**config.mk**
```make
export PLATFORM = sky130hd
export DESIGN_NAME = resize_frame_sched
export DESIGN_NICKNAME = d
export VERILOG_FILES = /design/src/rtl/resize_sched_pkg.sv /design/src/rtl/resize_sched_regs.sv /design/src/rtl/resize_frame_sched.sv
export SDC_FILE = /design/constraint.sdc
export NUM_CORES = 1
export LEC_CHECK = 0
export CAP_MARGIN = 10
export CELL_PAD_IN_SITES_DETAIL_PLACEMENT = 0
export CELL_PAD_IN_SITES_GLOBAL_PLACEMENT = 1
export CORE_ASPECT_RATIO = 1.5
export CORE_MARGIN = 8
export CORE_UTILIZATION = 31
export DETAILED_ROUTE_END_ITERATION = 7
export PLACE_DENSITY = 0.88
export SLEW_MARGIN = 20
export SYNTH_ARGS = -nofsm -noshare
export SYNTH_HDL_FRONTEND = slang
export SYNTH_SLANG_ARGS = --single-unit
```
**constraint.sdc**
```tcl
create_clock -name clk -period 4.2 [get_ports clk]
set_clock_uncertainty 0.1 [all_clocks]
set_input_delay 1.26 -clock clk [delete_from_list [all_inputs] [get_ports clk]]
set_output_delay 1.26 -clock clk [all_outputs]
set_load 0.1 [all_outputs]
```
**src/rtl/resize_sched_pkg.sv**
```systemverilog
// Shared encodings for the resize frame scheduler: FSM states, register word offsets, field bit positions.
package resize_sched_pkg;

  typedef enum logic [2:0] {
    S_IDLE       = 3'd0,
    S_WAIT_FRAME = 3'd1,
    S_RESIZE     = 3'd2,
    S_ACCEL      = 3'd3,
    S_DONE       = 3'd4,
    S_ERR        = 3'd5
  } sched_state_t;

  // Word offsets, i.e. HADDR[4:2]
  localparam logic [2:0] REG_CTRL     = 3'd0;
  localparam logic [2:0] REG_STATUS   = 3'd1;
  localparam logic [2:0] REG_FRAMECNT = 3'd2;
  localparam logic [2:0] REG_DROPCNT  = 3'd3;
  localparam logic [2:0] REG_TIMEOUT  = 3'd4;

  localparam int CTRL_EN        = 0;
  localparam int CTRL_CONT      = 1;
  localparam int CTRL_IRQ_EN    = 2;
  localparam int CTRL_GO        = 3;
  localparam int STAT_DONE_PEND = 8;
  localparam int STAT_ERR       = 9;

endpackage

```
**src/rtl/resize_sched_regs.sv**
```systemverilog
// Zero-wait AHB-Lite register slave for the scheduler: decode, storage, W1C status and read mux.
// TIMEOUT storage exists only with SCHED_TIMEOUT_EN; otherwise it reads 0 and ignores writes.
module resize_sched_regs
  import resize_sched_pkg::*;
#(
  parameter int FCNT_W = 16,
  parameter int TO_W   = 24
) (
  input  logic              clk,
  input  logic              rst,
  input  logic              HSELS,
  input  logic [31:0]       HADDRS,
  input  logic [1:0]        HTRANSS,
  input  logic              HWRITES,
  input  logic [31:0]       HWDATAS,
  input  logic              HREADYS,
  output logic [31:0]       HRDATAS,
  output logic              HREADYOUTS,
  output logic              HRESPS,
  input  logic [2:0]        state,
  input  logic [FCNT_W-1:0] frame_cnt,
  input  logic [7:0]        drop_cnt,
  input  logic              done_set,
  input  logic              err_set,
  output logic              en,
  output logic              cont,
  output logic              go,
  output logic              dropcnt_clr,
  output logic [TO_W-1:0]   timeout,
  output logic              err_pend,
  output logic              irq
);

  logic       wr_pend;
  logic [2:0] addr_q;
  logic       irq_en;
  logic       done_pend;
  logic       wr_ctrl;
  logic       wr_status;
  logic       unused_bits;

  assign HREADYOUTS  = 1'b1;
  assign HRESPS      = 1'b0;
  assign unused_bits = ^{HADDRS[31:5], HADDRS[1:0], HWDATAS};

  always_ff @(posedge clk) begin
    if (rst) begin
      wr_pend <= 1'b0;
      addr_q  <= '0;
    end else begin
      wr_pend <= HSELS & HTRANSS[1] & HWRITES & HREADYS;
      if (HSELS & HTRANSS[1] & HREADYS) addr_q <= HADDRS[4:2];
    end
  end

  assign wr_ctrl     = wr_pend && (addr_q == REG_CTRL);
  assign wr_status   = wr_pend && (addr_q == REG_STATUS);
  assign dropcnt_clr = wr_pend && (addr_q == REG_DROPCNT);
  // GO only launches a frame when the same write also enables the block
  assign go          = wr_ctrl & HWDATAS[CTRL_GO] & HWDATAS[CTRL_EN];

  always_ff @(posedge clk) begin
    if (rst) begin
      en        <= 1'b0;
      cont      <= 1'b0;
      irq_en    <= 1'b0;
      done_pend <= 1'b0;
      err_pend  <= 1'b0;
      irq       <= 1'b0;
    end else begin
      if (wr_ctrl) begin
        en     <= HWDATAS[CTRL_EN];
        cont   <= HWDATAS[CTRL_CONT];
        irq_en <= HWDATAS[CTRL_IRQ_EN];
      end
      done_pend <= done_set | (done_pend & ~(wr_status & HWDATAS[STAT_DONE_PEND]));
      err_pend  <= err_set  | (err_pend  & ~(wr_status & HWDATAS[STAT_ERR]));
      irq       <= irq_en & (done_pend | err_pend);
    end
  end

`ifdef SCHED_TIMEOUT_EN
  always_ff @(posedge clk) begin
    if (rst)                                    timeout <= '0;
    else if (wr_pend && addr_q == REG_TIMEOUT)  timeout <= HWDATAS[TO_W-1:0];
  end
`else
  assign timeout = '0;
`endif

  always_comb begin
    HRDATAS = '0;
    case (addr_q)
      REG_CTRL: begin
        HRDATAS[CTRL_EN]     = en;
        HRDATAS[CTRL_CONT]   = cont;
        HRDATAS[CTRL_IRQ_EN] = irq_en;
      end
      REG_STATUS: begin
        HRDATAS[2:0]            = state;
        HRDATAS[STAT_DONE_PEND] = done_pend;
        HRDATAS[STAT_ERR]       = err_pend;
      end
      REG_FRAMECNT: HRDATAS = 32'(frame_cnt);
      REG_DROPCNT:  HRDATAS = 32'(drop_cnt);
      REG_TIMEOUT:  HRDATAS = 32'(timeout);
      default:      HRDATAS = '0;
    endcase
  end

endmodule

```
**src/rtl/resize_frame_sched.sv**
```systemverilog
// Frame scheduler: camera frame -> resizer -> accelerator, with frame/drop counters and IRQ.
// Optional watchdog on RESIZE/ACCEL is compiled in with SCHED_TIMEOUT_EN.
module resize_frame_sched
  import resize_sched_pkg::*;
#(
  parameter int FCNT_W = 16,
  parameter int TO_W   = 24
) (
  input  logic        clk,
  input  logic        rst,
  input  logic        HSELS,
  input  logic [31:0] HADDRS,
  input  logic [1:0]  HTRANSS,
  input  logic        HWRITES,
  input  logic [31:0] HWDATAS,
  input  logic        HREADYS,
  output logic [31:0] HRDATAS,
  output logic        HREADYOUTS,
  output logic        HRESPS,
  input  logic        cam_frame_done,
  input  logic        rsz_done,
  input  logic        acc_done,
  output logic        rsz_start,
  output logic        acc_start,
  output logic        cam_hold,
  output logic        irq
);

  sched_state_t      state, state_nxt;
  logic [FCNT_W-1:0] frame_cnt;
  logic [7:0]        drop_cnt;
  logic              en, cont, go, dropcnt_clr, err_pend;
  logic              timeout_hit, done_set, err_set, busy;
  logic [TO_W-1:0]   timeout;

  resize_sched_regs #(.FCNT_W(FCNT_W), .TO_W(TO_W)) u_regs (
    .clk(clk), .rst(rst),
    .HSELS(HSELS), .HADDRS(HADDRS), .HTRANSS(HTRANSS), .HWRITES(HWRITES),
    .HWDATAS(HWDATAS), .HREADYS(HREADYS), .HRDATAS(HRDATAS),
    .HREADYOUTS(HREADYOUTS), .HRESPS(HRESPS),
    .state(state), .frame_cnt(frame_cnt), .drop_cnt(drop_cnt),
    .done_set(done_set), .err_set(err_set),
    .en(en), .cont(cont), .go(go), .dropcnt_clr(dropcnt_clr),
    .timeout(timeout), .err_pend(err_pend), .irq(irq)
  );

  always_ff @(posedge clk) begin
    if (rst) state <= S_IDLE;
    else     state <= state_nxt;
  end

  // EN is only consulted in WAIT_FRAME and DONE, so a started frame always completes
  always_comb begin
    state_nxt = state;
    done_set  = 1'b0;
    err_set   = 1'b0;
    case (state)
      S_IDLE:       if (go) state_nxt = S_WAIT_FRAME;
      S_WAIT_FRAME: begin
        if (!en)                 state_nxt = S_IDLE;
        else if (cam_frame_done) state_nxt = S_RESIZE;
      end
      S_RESIZE: begin
        if (timeout_hit) begin
          state_nxt = S_ERR;
          err_set   = 1'b1;
        end else if (rsz_done) begin
          state_nxt = S_ACCEL;
        end
      end
      S_ACCEL: begin
        if (timeout_hit) begin
          state_nxt = S_ERR;
          err_set   = 1'b1;
        end else if (acc_done) begin
          state_nxt = S_DONE;
          done_set  = 1'b1;
        end
      end
      S_DONE:  state_nxt = (en && cont) ? S_WAIT_FRAME : S_IDLE;
      S_ERR:   if (!err_pend) state_nxt = S_IDLE;
      default: state_nxt = S_IDLE;
    endcase
  end

  assign cam_hold = (state == S_RESIZE);
  assign busy     = (state == S_RESIZE) || (state == S_ACCEL) || (state == S_DONE);

  always_ff @(posedge clk) begin
    if (rst) begin
      rsz_start <= 1'b0;
      acc_start <= 1'b0;
      frame_cnt <= '0;
      drop_cnt  <= '0;
    end else begin
      rsz_start <= (state == S_WAIT_FRAME) && (state_nxt == S_RESIZE);
      acc_start <= (state == S_RESIZE) && (state_nxt == S_ACCEL);
      if (done_set) frame_cnt <= frame_cnt + FCNT_W'(1);
      if (dropcnt_clr)
        drop_cnt <= '0;
      else if (cam_frame_done && busy && drop_cnt != 8'hFF)
        drop_cnt <= drop_cnt + 8'd1;
    end
  end

`ifdef SCHED_TIMEOUT_EN
  logic [TO_W-1:0] to_cnt;
  logic            to_load;

  assign to_load = ((state_nxt == S_RESIZE) && (state != S_RESIZE)) ||
                   ((state_nxt == S_ACCEL)  && (state != S_ACCEL));

  // A loaded 0 never counts, which is what disables the watchdog
  always_ff @(posedge clk) begin
    if (rst)                to_cnt <= '0;
    else if (to_load)       to_cnt <= timeout;
    else if (to_cnt != '0)  to_cnt <= to_cnt - TO_W'(1);
  end

  assign timeout_hit = ((state == S_RESIZE) || (state == S_ACCEL)) && (to_cnt == TO_W'(1));
`else
  logic unused_to;
  assign unused_to   = ^{timeout, err_pend};
  assign timeout_hit = 1'b0;
`endif

endmodule

```
==> results.ini, run 1 <==
[outcome]
outcome=completed

[critical_path]
end_kind=output pin
worstSetupPathType=reg2out
crit_chain=nand2b_1 -> nor2_1 -> a22o_1 -> buf_4
arrival_ns=2.09
crit_slowest_cell=dfxtp_1
worst-r2r-setup-slack_ns=2.29
critPathMaxStageDelay_ns=0.55
worstReg2RegStart=state[1]
worstSetupStartpoint=u_regs.addr_q[1]
worst_ep_required_time_ns=2.84
start_kind=register
path_max_fanout=8

[clock_network]
clk_path_buf_depth=2
cts.clk_slew.worst_paths_ns=0.08
root_buffer=clkbuf_8
post-cts-setup-buffers=0
cts-resized-gates=0
cts_tree=done
clk_latency_ns=0.30
htree_levels=2
numCtsBuffers=5
postCtsHoldBufs=0
clock-sinks=39

[global_routing]
grt_start_max_net_pins=16
grt-ovfl-total=0
grt_first_pass_wirelength_mm=9.02
antenna_found_initial=0
grt_pass1_vias=1974
grt_use_total_pct=10.8

[finish]
final_nets=358
fin_util_pct=37.0
final_area_um2=2620
n_antenna_cell=0
syn_to_final_growth_pct=18.0
drive_gt1_share_pct=14.1
n_fill_cell=745
layout_commonest_cell=dfxtp_1
final_cell_mix=39 x dfxtp_1, 35 x nor2_1, 20 x clkdlybuf4s50_1

[routing]
viasPerCell=5.03
wire_per_inst_um=14.8
wirelength_mm=5.36
maxUsedRoutingLayer=met4
vias=1827
firstDrtPassIters=4
routedLengthMet1_mm=2.13
wl_met2_mm=2.94
drtAntennaViolNets=0
met3WireLength_um=202
drcViolationCount=0
drt_iter0_drc=108

[placed_design]
dpl-instance-area_um2=2530
portBuffers=37
gp_congestion=0.787
dpl.hpwl_mm=4.21
pre_cts_ws_ns=1.03

[flow_run]
maxCapViolations=0

[timing]
layout_min_cycle_time_ns=3.45
slew_headroom_pct=35.2
fin_ws_ns=0.747
fin_hold_ws_ns=0.379
hold_violations=0
finalSetupViolCount=0
tightestPinTransition_ns=0.970
fmax_ghz=0.290
tns_ns=0
maxSlewViolCount=0
fin_crit_sh_pct=82.2
rsz0062_at_grt=no

[power]
leakage_nw=1.05
vdd_drop_max_uv=193
power.density_nw_per_um2=283

[floorplanning]
rows=38
design.die.area_um2=10200
initial_utilization_pct=31.4
core_um2=7080
io_pins=112
die_y_um=120
die_x_um=85.1

[logic_synthesis]
async_flop_share_pct=0
synthSimpleGateAreaFrac_pct=30.4
ys.flop_type=dfxtp_1
synth-xor-area-share_pct=3.55
synth_cells=248
synth_edf_count=0
synth_top_family_by_area=simple AND/OR/NAND/NOR gates
synth_compound_area_share_pct=8.61
ys_warn_count=0
synth-adder-area-share_pct=1.13
ys_seq_area_share_pct=35.1
ys_ff_latch=39
avgSynthCellArea_um2=8.96
syn_area_um2=2220
synth.distinct_cells=55
muxShareOfSynthArea_pct=11.9

[worst_hold_path]
min_path_type=reg2reg
hold_start=u_regs.err_pend

synth_stat cells, types with 3 or more instances:
cell,n,area [um^2]
or3_1,5,31.3
nand4_1,6,37.5
dfxtp_1,39,781
xnor2_1,4,35.0
nand2_1,11,41.3
nor2b_1,7,43.8
nor3_1,3,15.0
xor2_1,5,43.8
buf_4,21,158
o21ai_0,6,30.0
and2_1,8,50.1
and4b_1,3,30.0
nor2_1,35,131
clkbuf_1,5,18.8
nor3b_1,4,30.0
and3_1,5,31.3
a21oi_1,9,45.0
nand3_1,11,55.1
mux2i_1,14,140
layer usage:
| metal | vias up | track usage [%] |
|---|---|---|
| li1 | 909 | - |
| met3 | 8 | 3.08 |
| met5 | - | 0 |
| met4 | 0 | 3.81 |
| met1 | 874 | 10.5 |
| met2 | 36 | 21.0 |
metrics by stage:
stage / power [mW] / instances
2_1_floorplan: 0.482 / 264
3_3_place_gp: 0.492 / 355
3_5_place_dp: 0.492 / 355
4_1_cts: 0.749 / 363
5_1_grt: 0.773 / 363
6_report: 0.742 / 363
worst max-delay path: cells and delay by family (launching register included):
kind	cells	cell delay [ns]
simple gates	2	0.69
flops	1	0.55
compound gates	1	0.26
buf+inv	1	0.30
power breakdown:
part           switching, mW  internal [mW]
sequential           0.00407          0.371
clock                  0.142          0.116
combinational         0.0878         0.0214
registers in the layout, indices dropped and copies added (netlist names), 3 cells and up:
| register | count |
|---|---|
| u_regs.addr_q | 3 |
| frame_cnt | 16 |
| state | 3 |
| drop_cnt | 8 |
cell type report:
class	count	area, um^2	share of cell area [%]
clock buffers	5	68.8	2.62
clock inverters	3	20.0	0.763
inverters	2	7.51	0.286
multi-input cells	195	1300	49.7
flip-flops and latches	39	781	29.8
well taps	80	100	3.82
repair buffers	39	343	13.1
path summary, 6_finish.rpt:
check / to / cells after the start
worst max-delay path: HRDATAS[8] / 4
worst min-delay path: u_regs.err_pend / 2
worst max register to register: frame_cnt[12] / 4
worst min register to register: u_regs.err_pend / 2
kinds of logic after synthesis:
logic type | after synthesis
muxes | 21
other | 2
AOI/OAI and AO/OA | 29
and+or+nand+nor | 116
xor gates and xnor gates | 9
adders and majority gates | 2
buffers and inverters | 30
DFF | 39
Note: power is estimated with default switching activity, not from simulation.
==> inputs of run 2 (changes only) <==
CORE_UTILIZATION = 29   (was 31)
PLACE_DENSITY = 0.83   (was 0.88)
clock period = 3.45 ns   (was 4.2 ns; I/O delays follow)
==> run 2 against run 1 <==
Against the previous run:
- sequential power up 22%
- first-iteration DRC count down 3.7%
- clock-buffer cell count unchanged
- final area up 7.9%
- highest routed layer unchanged
- combinational power up 22%
- register-to-register slack worse by 0.71 ns
- wire length up 1.1%
- utilization up 0.63 points
- largest power group is now the clock network
- final cell count up 6.1%
- sequential share of layout area down 2.2 points
- critical path type unchanged
- total power up 49%
==> results.ini, run 2 (synthesized netlist as in run 1, its figures left out) <==
[outcome]
outcome=completed

[routing]
firstDrtPassIters=5
drcViolationCount=0
drtAntennaViolNets=0
wirelength_mm=5.42
vias=1836
viasPerCell=4.77
wire_per_inst_um=14.1
drt_iter0_drc=104

[critical_path]
crit_slowest_cell=dfxtp_1
start_kind=register
end_kind=output pin
critPathMaxStageDelay_ns=0.54
worstSetupPathType=reg2out
path_max_fanout=8
arrival_ns=2.00
worst_ep_required_time_ns=2.31
crit_chain=nand2b_1 -> nor2_1 -> a22o_1 -> buf_12
critPathTopFamily=simple AND/OR/NAND/NOR gates
path_buf_inv=1

[clock_network]
clk_latency_ns=0.28
postCtsHoldBufs=0
htree_levels=2
root_buffer=clkbuf_16
post-cts-setup-buffers=0
cts.clk_slew.worst_paths_ns=0.06
cts_tree=done
clock-sinks=39
numCtsBuffers=5
clk_path_buf_depth=2
cts-resized-gates=0

[global_routing]
grt_first_pass_wirelength_mm=9.04
grt-ovfl-total=0
antenna_found_initial=0
grt_pass1_vias=1942
grt_use_total_pct=10.7
grt_start_max_net_pins=21

[finish]
fin_util_pct=37.6
largest_reg_flops=16
top_regs=frame_cnt (16), drop_cnt (8)
final_cell_mix=39 x dfxtp_1, 35 x nor2_1, 18 x conb_1
seqCellArea_um2=781
regMostFlops=frame_cnt
layout_commonest_cell=dfxtp_1
final_nets=359
n_fill_cell=816
drive_gt1_share_pct=15.9
multi_input_area_um2=1310
n_antenna_cell=0
syn_to_final_growth_pct=27.3

[worst_hold_path]
min_path_type=reg2reg

[power]
leakage_nw=1.12
power.density_nw_per_um2=391
vdd_drop_max_uv=182
internal_power_mw=0.815
power_frac_clock_pct=46.6
seq_power_share_pct=41.4
combPwrFrac_pct=12.0
p_sw_mw=0.290
switching_share_pct=26.3

[placed_design]
dpl.hpwl_mm=4.21
portBuffers=37
pre_cts_ws_ns=0.484
gp_congestion=0.801

[floorplanning]
io_pins=112
die_y_um=123
initial_utilization_pct=29.6
die_x_um=87.5
rows=39
core_um2=7510
design.die.area_um2=10800

[timing]
fin_crit_sh_pct=90.7
finalSetupViolCount=0
hold_violations=0
rsz0062_at_grt=no
fmax_ghz=0.319
tightestPinTransition_ns=0.681
tns_ns=0
layout_min_cycle_time_ns=3.13
slew_headroom_pct=54.2
fin_ws_ns=0.319
maxSlewViolCount=0

[flow_run]
maxCapViolations=0

## run 2: cell count changes in the layout (fill, tap and decap cells not counted), sizes merged
cell | previous run | this run
clkinv | 1 | 0
clkinvlp | 2 | 1
buf | 19 | 23
clkdlybuf4s50 | 20 | 17
bufinv | 0 | 1
## run 2: power by group through the flow
| stage | Combinational (mW) | Clock, mW | Sequential (mW) |
|---|---|---|---|
| finish | 0.133 | 0.515 | 0.457 |
| detailed placement | 0.133 | 0 | 0.468 |
| floorplan | 0.124 | 0 | 0.464 |
| CTS | 0.133 | 0.528 | 0.457 |
| global route | 0.139 | 0.546 | 0.458 |
| global placement | 0.132 | 0 | 0.467 |
## run 2: through the flow
stage | area (um^2) | std cells | hold slack (ns) | power, mW
2_1_floorplan | 2290 | 264 | 0.335 | 0.587
3_3_place_gp | 2670 | 378 | 0.358 | 0.599
3_5_place_dp | 2670 | 378 | 0.361 | 0.600
4_1_cts | 2830 | 385 | 0.371 | 1.12
5_1_grt | 2830 | 385 | 0.411 | 1.14
6_report | 2830 | 385 | 0.374 | 1.11
## run 2: layer usage
| layer | wire length [um] | vias up | GRT usage, % | share of wire (%) |
|---|---|---|---|---|
| met3 | 267 | 9 | 2.53 | 4.9 |
| met5 | 0 | - | 0 | 0 |
| met2 | 2990 | 45 | 20.5 | 55 |
| met4 | 113 | 0 | 5.30 | 2.1 |
| met1 | 2040 | 868 | 10.4 | 38 |
| li1 | - | 914 | - | - |
## run 2: worst reg2reg max path: stages (launching register included)
cell and delay [ns]:
dfxtp_1 0.57, nand4b_4 0.20, nor4_4 0.43, nand3_2 0.14
mux2_4 0.31
## run 2: cell type report
class | count | area share (%)
Multi-Input combinational cell | 195 | 46.2
Sequential cell | 39 | 27.6
Timing Repair Buffer | 40 | 15.7
Tap cell | 102 | 4.51
Clock buffer | 5 | 4.42
Clock inverter | 2 | 1.33
Inverter | 2 | 0.265
## run 2: path summary, 6_finish.rpt
check | from | to | slack (ns) | cells past startpoint
setup / recovery | u_regs.addr_q[1] | HRDATAS[8] | 0.32 | 4
hold reg to reg | u_regs.err_pend | u_regs.err_pend | 0.37 | 2
setup reg to reg | state[1] | frame_cnt[15] | 1.58 | 4
hold / removal | u_regs.err_pend | u_regs.err_pend | 0.37 | 2
